**src/rtl/rgb_pkg.sv**
```systemverilog
// Shared constants and types for the RGB LED PWM driver.
package rgb_pkg;
  localparam int PWM_BITS_DEF = 8;
  localparam int PRESCALE_DEF = 390;

  localparam int CH_R = 0;
  localparam int CH_G = 1;
  localparam int CH_B = 2;

  typedef enum logic [1:0] {
    ST_STEADY = 2'd0,
    ST_UP     = 2'd1,
    ST_DOWN   = 2'd2
  } brth_state_e;
endpackage

```
**src/rtl/pwm_timebase.sv**
```systemverilog
// Prescaler plus PWM period counter; period_start marks the wrapping tick.
module pwm_timebase #(
  parameter int PWM_BITS = 8,
  parameter int PRESCALE = 390
) (
  input  logic                clk_100mhz,
  input  logic                rst_n,
  output logic                tick_o,
  output logic                period_start_o,
  output logic [PWM_BITS-1:0] pwm_cnt_o
);
  localparam int PW = (PRESCALE > 1) ? $clog2(PRESCALE) : 1;
  localparam logic [PW-1:0]       PS_LAST  = PW'(PRESCALE - 1);
  localparam logic [PW-1:0]       PS_ONE   = PW'(1);
  localparam logic [PWM_BITS-1:0] CNT_LAST = '1;
  localparam logic [PWM_BITS-1:0] CNT_ONE  = PWM_BITS'(1);

  logic [PW-1:0]       presc_q, presc_d;
  logic [PWM_BITS-1:0] cnt_q, cnt_d;

  assign tick_o         = (presc_q == PS_LAST);
  assign period_start_o = tick_o && (cnt_q == CNT_LAST);
  assign pwm_cnt_o      = cnt_q;

  always_comb begin
    presc_d = tick_o ? '0 : presc_q + PS_ONE;
    cnt_d   = tick_o ? cnt_q + CNT_ONE : cnt_q;
  end

  always_ff @(posedge clk_100mhz) begin
    if (!rst_n) begin
      presc_q <= '0;
      cnt_q   <= '0;
    end else begin
      presc_q <= presc_d;
      cnt_q   <= cnt_d;
    end
  end
endmodule

```
**src/rtl/rgb_pwm.sv**
```systemverilog
// RGB LED PWM driver with shadow/active double buffering and period-aligned transfer.
// Optional breathing mode is built when RGB_PWM_BREATHE_EN is defined.
module rgb_pwm
  import rgb_pkg::*;
#(
  parameter int PWM_BITS = PWM_BITS_DEF,
  parameter int PRESCALE = PRESCALE_DEF
) (
  input  logic                clk_100mhz,
  input  logic                rst_n,
  input  logic [2:0]          color_in,
  input  logic [PWM_BITS-1:0] level_in,
  input  logic                load,
  input  logic                enable,
  input  logic                breathe,
  output logic [2:0]          rgb_out,
  output logic                pending,
  output logic                load_ack
);
  logic                unused_tick;
  logic                period_start;
  logic [PWM_BITS-1:0] pwm_cnt;
  logic [PWM_BITS-1:0] eff_level;

  logic [2:0]          shadow_color_q, shadow_color_d;
  logic [PWM_BITS-1:0] shadow_level_q, shadow_level_d;
  logic [2:0]          active_color_q, active_color_d;
  logic [PWM_BITS-1:0] active_level_q, active_level_d;
  logic                pending_q, pending_d;
  logic                load_ack_q, load_ack_d;
  logic [2:0]          rgb_q, rgb_d;
  logic                xfer, in_duty;

  pwm_timebase #(.PWM_BITS(PWM_BITS), .PRESCALE(PRESCALE)) u_tb (
    .clk_100mhz     (clk_100mhz),
    .rst_n          (rst_n),
    .tick_o         (unused_tick),
    .period_start_o (period_start),
    .pwm_cnt_o      (pwm_cnt)
  );

  // A load on the boundary cycle defers the transfer a full period so the shadow is never torn.
  assign xfer    = period_start && pending_q && !load;
  assign in_duty = (pwm_cnt < eff_level);

  always_comb begin
    shadow_color_d = load ? color_in : shadow_color_q;
    shadow_level_d = load ? level_in : shadow_level_q;
    pending_d      = load | (pending_q & ~xfer);
    active_color_d = xfer ? shadow_color_q : active_color_q;
    active_level_d = xfer ? shadow_level_q : active_level_q;
    load_ack_d     = xfer;
    rgb_d          = '0;
    rgb_d[CH_R]    = enable & active_color_q[CH_R] & in_duty;
    rgb_d[CH_G]    = enable & active_color_q[CH_G] & in_duty;
    rgb_d[CH_B]    = enable & active_color_q[CH_B] & in_duty;
  end

  always_ff @(posedge clk_100mhz) begin
    if (!rst_n) begin
      shadow_color_q <= '0;
      shadow_level_q <= '0;
      active_color_q <= '0;
      active_level_q <= '0;
      pending_q      <= 1'b0;
      load_ack_q     <= 1'b0;
      rgb_q          <= '0;
    end else begin
      shadow_color_q <= shadow_color_d;
      shadow_level_q <= shadow_level_d;
      active_color_q <= active_color_d;
      active_level_q <= active_level_d;
      pending_q      <= pending_d;
      load_ack_q     <= load_ack_d;
      rgb_q          <= rgb_d;
    end
  end

`ifdef RGB_PWM_BREATHE_EN
  localparam logic [PWM_BITS-1:0] LVL_ONE = PWM_BITS'(1);

  brth_state_e         state_q, state_d;
  logic [PWM_BITS-1:0] brth_q, brth_d;

  assign eff_level = (state_q == ST_STEADY) ? active_level_q : brth_q;

  // Ramp turns around on reaching either end; a zero target parks at 0.
  always_comb begin
    state_d = state_q;
    brth_d  = brth_q;
    if (period_start) begin
      case (state_q)
        ST_STEADY: if (breathe) begin
          state_d = ST_UP;
          brth_d  = '0;
        end
        ST_UP: if (!breathe) state_d = ST_STEADY;
        else if (brth_q >= active_level_q) begin
          brth_d  = active_level_q;
          state_d = ST_DOWN;
        end else begin
          brth_d = brth_q + LVL_ONE;
          if (brth_d == active_level_q) state_d = ST_DOWN;
        end
        ST_DOWN: if (!breathe) state_d = ST_STEADY;
        else if (brth_q == '0) state_d = ST_UP;
        else begin
          brth_d = brth_q - LVL_ONE;
          if (brth_d == '0) state_d = ST_UP;
        end
        default: state_d = ST_STEADY;
      endcase
    end
  end

  always_ff @(posedge clk_100mhz) begin
    if (!rst_n) begin
      state_q <= ST_STEADY;
      brth_q  <= '0;
    end else begin
      state_q <= state_d;
      brth_q  <= brth_d;
    end
  end
`else
  logic unused_breathe;
  assign unused_breathe = breathe;
  assign eff_level      = active_level_q;
`endif

  assign rgb_out  = rgb_q;
  assign pending  = pending_q;
  assign load_ack = load_ack_q;
endmodule

```
**config.mk**
```make
export PLATFORM = sky130hd
export DESIGN_NAME = rgb_pwm
export DESIGN_NICKNAME = d
export VERILOG_FILES = /design/src/rtl/rgb_pkg.sv /design/src/rtl/pwm_timebase.sv /design/src/rtl/rgb_pwm.sv
export SDC_FILE = /design/constraint.sdc
export NUM_CORES = 1
export LEC_CHECK = 0
export ABC_AREA = 1
export CAP_MARGIN = 5
export CORE_UTILIZATION = 46
export CTS_BUF_LIST = sky130_fd_sc_hd__clkbuf_16
export DETAILED_ROUTE_END_ITERATION = 6
export PLACE_DENSITY = 0.64
export SYNTH_ARGS = -nofsm -noshare
export SYNTH_HDL_FRONTEND = slang
export SYNTH_HIERARCHICAL = 1
export SYNTH_SLANG_ARGS = --single-unit
```
**constraint.sdc**
```tcl
create_clock -name clk_100mhz -period 2.1 [get_ports clk_100mhz]
set_input_delay 0.42 -clock clk_100mhz [delete_from_list [all_inputs] [get_ports clk_100mhz]]
set_output_delay 0.42 -clock clk_100mhz [all_outputs]
set_load 0.1 [all_outputs]
```
; ---- Word level (Yosys, flattened, before mapping)
; Cells that the tools add are included.
[word_totals]
ff_bits = 44
input_bits = 16
output_inout_bits = 5
wordCells = 29
[op_classes]
n_addsub = 2
n_lt_le_gt_ge = 1
n_eq_ne = 2
bitwise = 10
reduce_logical = 5
[op_table]
columns = op, n
row1 = "9-bit by 1-bit adder with 9-bit output, second input constant", 1
row2 = "9-bit equality test, second input constant", 1
row3 = "8-bit by 1-bit adder with 8-bit output, second input constant", 1
row4 = "8-bit equality test, second input constant", 1
row5 = 8-bit less-than comparator, 1
row6 = 1-bit bitwise AND, 7
row7 = 1-bit logical AND, 3
row8 = 1-bit NOT, 2
row9 = 2-bit OR reduction, 1
row10 = 1-bit zero test, 1
row11 = 1-bit OR, 1

; ---- Depth between registers and ports, before layout
; Gate-level depths: netlist of the first run.
[depth]
depth_word = 7
depth_mapped = 12
depth_no_buf = 10

; ---- Modules after synthesis
; Netlist of the first run, hierarchy kept.
[by_module_without_submodules]
columns = module, n_inst, cells_per_inst, area_per_inst_um2, seq_area_each_um2
row1 = rgb_pwm, 1, 133, 1156.1, 540.5
row2 = pwm_timebase, 1, 117, 844.6, 340.3

; ---- Least setup slack after synthesis of the first run
; No wires, ideal clock.
[synth_path]
path_kind = reg2reg
start = register u_tb.presc_q[0]
end = register active_color_q[0]
setup_ns = 0.067
t_arrival_ns = 1.710
required_time_ns = 2.033
path_slack_ns = 0.323
path_stages_with_launch = 12
path_buffers = 2
synth_period_minus_slack_ns = 1.777
path_cell_list = dfxtp_1 > ha_1 > nand4_1 > nor2_2 > buf_6 > nand3b_2 > nor3_2 > nand3_4 > nor2_4 > inv_2 > buf_6 > o21ai_2
[synth_via]
elab_chain_len = 4
[synth_lines]
columns = element, line_no
row1 = start: declaration, pwm_timebase.sv:18  ; logic [PW-1:0] presc_q, presc_d;
row2 = start signal: assignment, pwm_timebase.sv:35  ; presc_q <= presc_d;
row3 = 9-bit equality test, pwm_timebase.sv:21  ; assign tick_o = (presc_q == PS_LAST);
row4 = named net unused_tick, rgb_pwm.sv:20  ; logic unused_tick;
row5 = 1-bit logical AND, pwm_timebase.sv:22  ; assign period_start_o = tick_o && (cnt_q == CNT_LAST);
row6 = named net period_start, rgb_pwm.sv:21  ; logic period_start;
row7 = 1-bit logical AND (2 in a row), rgb_pwm.sv:43  ; assign xfer = period_start && pending_q && !load;
row8 = end signal: assignment, rgb_pwm.sv:71  ; active_color_q <= active_color_d;
row9 = end: declaration, rgb_pwm.sv:27  ; logic [2:0] active_color_q, active_color_d;
; The timed path passes the listed nets, and every way through them passes these cells.
; A chain may end at the register's enable or synchronous reset.

; ---- Final worst setup path of the first run
[layout_path]
start = register u_tb.presc_q[0]
end = register active_level_q[2]
[layout_via]
elab_chain_len = 4
[layout_lines]
columns = element, line_no
row1 = 9-bit equality test, pwm_timebase.sv:21
row2 = named net unused_tick, rgb_pwm.sv:20
row3 = 1-bit logical AND, pwm_timebase.sv:22
row4 = named net period_start, rgb_pwm.sv:21
row5 = 1-bit logical AND (2 in a row), rgb_pwm.sv:43
row6 = end signal: assignment, rgb_pwm.sv:72  ; active_level_q <= active_level_d;
row7 = end: declaration, rgb_pwm.sv:28  ; logic [PWM_BITS-1:0] active_level_q, active_level_d;
; The timed path passes the listed nets, and every way through them passes these cells.

==> flow_summary_export.csv, run 1 <==
group,metric,value,unit
power_and_ir_drop,comb_power_share,5.4,%
global_route,grt_pass1_wl,6220,um
timing,max-slew-margin-rel,78.3,%
critical_path,r2r-end,"active_level_q[2]",
cts,clock_latency,0.29,ns
power_and_ir_drop,p_clk_share,47.7,%
cts,cts_num_sinks,44,
timing,drv_slew,0,
timing,skew,0.00689,ns
place,dp_slack,0.271,ns
timing,layout_min_cycle_time,1.83,ns
layout,drive_above_1_share,14.1,%
layout,areaGrowthSynthToFinish,19.4,%
global_route,grt_max_degree,19,
critical_path,cp_cell_sequence,"ha_1 -> nand4_1 -> nor2_2 -> nand3b_2 -> nor3_2 -> nand3_4 -> buf_4 -> nand3_1 -> o21ai_2",
timing,finalSetupViolCount,0,
critical_path,path_class,"reg2reg",
cts,cts_hold_buf,0,
critical_path,worstPathRequired,2.27,ns
critical_path,crit_fanout,12,
global_route,grt_pass1_vias,1383,
critical_path,arrival,2.00,ns
place,routabilityCongestion,0.768,
critical_path,crit_path_start_kind,"flip-flop",
logic_synthesis,synth_fp_nets,276,
timing,fin_tns_setup,0,ns
critical_path,cp_slowest_cell,"dfxtp_1",
power_and_ir_drop,vdd_drop_max,0.000578,V
drt,first_iter_violations,62,
cts,cts_resized,0,
drt,vias,1586,
drt,routed_wl,3700,um
logic_synthesis,synth_area,2000,um^2
logic_synthesis,ys_types,31,
logic_synthesis,syn-instance-count,250,
drt,via_per_inst,4.87,
drt,wl_per_cell,11.4,um
critical_path,cp.depth,9,
critical_path,worst-path-buf-inv,1,
cts,clockBufferDepth,2,
power_and_ir_drop,pwr-share-seq,46.9,%
logic_synthesis,avgSynthCellArea,8.00,um^2
timing,fmaxAchievable,0.547,GHz
worst_hold_path,hold_path_class,"reg2reg",
power_and_ir_drop,swShare,21.0,%
floorplanning,core-area,4090,um^2
logic_synthesis,ys_warn_count,6,
floorplanning,die_width,68.0,um
timing,setup_ws,0.272,ns
floorplanning,row_count,23,
floorplanning,dieArea,4620,um^2
place,hpwl,2690,um
drt,drc,0,
logic_synthesis,ys_seq_elements,44,
logic_synthesis,yosysSeqAreaShare,44.0,%
worst_hold_path,hp-start,"active_color_q[0]",
cts,post_cts_buffers,0,
timing,hold_viol,0,
cts,htreeDepth,2,
cts,cts_tree,"yes",
global_route,grt_overflow,0,
power_and_ir_drop,p_total,0.00185,W
cts,clk_pin_slew,0.06,ns
global_route,grt_use_total,18.9,%
floorplanning,pin_count,21,
critical_path,r2r_slack,0.27,ns
floorplanning,die_h,68.0,um
power_and_ir_drop,power.net_switching,0.000388,W
layout,fin_nets,301,
power_and_ir_drop,p_leak,0.963,nW
cts,numCtsBuffers,5,
critical_path,r2r_cells,9,
power_and_ir_drop,p_int,0.00146,W
critical_path,crit_path_end_kind,"flip-flop",
timing,worst_pin_slew,0.324,ns
layout,diodes,0,
cts,clk_root_buffer_cell,"clkbuf_16",
critical_path,r2r_start,"u_tb/presc_q[0]",
global_route,antenna_found_initial,0,
worst_hold_path,hold_end,"rgb_out[0]",
drt,ant_nets,0,
job,maxCapViolations,0,
floorplanning,initial_core_util,49.0,%
place,io_buffers,19,
critical_path,crit_path_max_incr_delay,0.39,ns
timing,finalCritPeriodShare,87.1,%
critical_path,cp_top_family,"simple AND/OR/NAND/NOR gates",
run_status,status,"complete, no violations",
timing,rsz0062_at_grt,"no",
power_and_ir_drop,p_per_area,772,nW/um^2
timing,hold_slack,0.453,ns
drt,drt_first_pass_iters,4,
worst_hold_path,min_path_cells,2,
## power by group through the flow
stage / registers, W / logic, W / clock network (W)
2_1_floorplan: 0.000892 / 0.0000490 / 0
3_3_place_gp: 0.000883 / 0.0000986 / 0
3_5_place_dp: 0.000884 / 0.000100 / 0
4_1_cts: 0.000866 / 0.000101 / 0.000899
5_1_grt: 0.000868 / 0.000113 / 0.000934
6_report: 0.000866 / 0.0000995 / 0.000880
## tightest hold or removal path: cells and delay by family (launching register included)
| family | cells | cell delay (ns) |
|---|---|---|
| DFF | 1 | 0.31 |
| and+or+nand+nor | 2 | 0.10 |
## cells in the mapped netlist
master / number / area [um^2]
a21oi_1: 23 / 115
a21oi_2: 1 / 8.76
a31oi_1: 1 / 6.26
buf_2: 1 / 5.00
buf_4: 1 / 7.51
buf_6: 3 / 33.8
clkbuf_1: 1 / 3.75
clkbuf_8: 1 / 13.8
dfxtp_1: 44 / 881
ha_1: 10 / 125
inv_1: 33 / 124
inv_2: 3 / 11.3
nand2_1: 39 / 146
nand2_2: 1 / 6.26
nand2_4: 1 / 11.3
nand3_1: 26 / 130
nand3_4: 1 / 17.5
nand3b_2: 1 / 11.3
nand4_1: 2 / 12.5
nor2_1: 20 / 75.1
nor2_2: 1 / 6.26
nor2_4: 1 / 11.3
nor3_1: 2 / 10.0
nor3_2: 1 / 10.0
nor3b_1: 2 / 15.0
o21a_1: 1 / 7.51
o21ai_0: 15 / 75.1
o21ai_2: 10 / 87.6
or2_0: 1 / 6.26
xnor2_1: 2 / 17.5
xor2_1: 1 / 8.76
## kinds of logic (layout without fill, tap and decap cells)
kind of cell | after synthesis | count (layout) | synth area share [%]
and+or+nand+nor | 99 | 99 | 23.5
adders and majority gates | 10 | 10 | 6.25
DFF | 44 | 44 | 44.0
AOI/OAI and AO/OA | 51 | 51 | 15.0
buffers and inverters | 43 | 69 | 9.94
xor gates and xnor gates | 3 | 3 | 1.31
## cell type report
cell class / instances / area [um^2]
flip-flops and latches: 44 / 881
multi-input cells: 163 / 921
fillers: 386 / 1700
clock inverters: 3 / 42.5
repair buffers: 25 / 223
well taps: 50 / 62.6
clock buffers: 5 / 125
inverters: 36 / 135
## per-layer routing
metal / vias to the layer above / share of wire, % / global-route usage [%] / wire, um
met1: 697 / 50 / 24.2 / 1870
li1: 861 / - / - / -
met3: 6 / 4.0 / 6.50 / 148
met4: 0 / 1.9 / 8.59 / 72
met2: 22 / 44 / 28.2 / 1610
met5: - / 0 / 0 / 0
## stage by stage
stage	std cells	area, um^2	utilization (%)
2_1_floorplan	250	2000	-
3_3_place_gp	318	2220	54.4
3_5_place_dp	318	2220	54.4
4_1_cts	326	2390	58.5
5_1_grt	326	2390	58.5
6_report	326	2390	58.5
## flip-flops by register name, indices dropped and copies added (netlist names)
register / flops
active_color_q: 3
active_level_q: 8
rgb_out: 3
shadow_level_q: 8
load_ack: 1
shadow_color_q: 3
pending: 1
u_tb/presc_q: 9
u_tb/pwm_cnt_o: 8
## how the worst max path moves through the flow
stage | startpoint | end
CTS | u_tb/presc_q[0] | active_level_q[7]
global placement | u_tb/presc_q[0] | active_level_q[7]
floorplan | u_tb/presc_q[0] | active_color_q[0]
detailed placement | u_tb/presc_q[0] | active_level_q[2]
global route | u_tb/presc_q[0] | active_level_q[7]
finish | u_tb/presc_q[0] | active_level_q[2]
## placed cells by master, fill, tap and decap left out
cell type        synthesis  final
nand4_1                  2      2
nand3_1                 26     26
inv_1                   33     33
nand3b_2                 1      1
nor3_2                   1      1
nand2_4                  1      1
clkinv_1                 0      1
nor3_1                   2      2
bufinv_16                0      1
a21oi_1                 23     23
nand3_4                  1      1
xnor2_1                  2      2
ha_1                    10     10
nor2_1                  20     20
buf_4                    1     11
nand2_1                 39     39
nor3b_1                  2      2
clkdlybuf4s50_1          0     14
inv_2                    3      3
nand2_2                  1      1
xor2_1                   1      1
or2_0                    1      1
o21a_1                   1      1
nor2_2                   1      1
clkinv_4                 0      1
dfxtp_1                 44     44
a31oi_1                  1      1
o21ai_2                 10     10
o21ai_0                 15     15
clkbuf_16                0      5
a21oi_2                  1      1
nor2_4                   1      1
Note: power is estimated with default switching activity, not from simulation.
==> run 2: changes to the inputs <==
Settings changed: CTS_CLUSTER_SIZE set to 8.
==> results of run 2 <==
Final layout, timing and power as in run 1 (identical DEF).
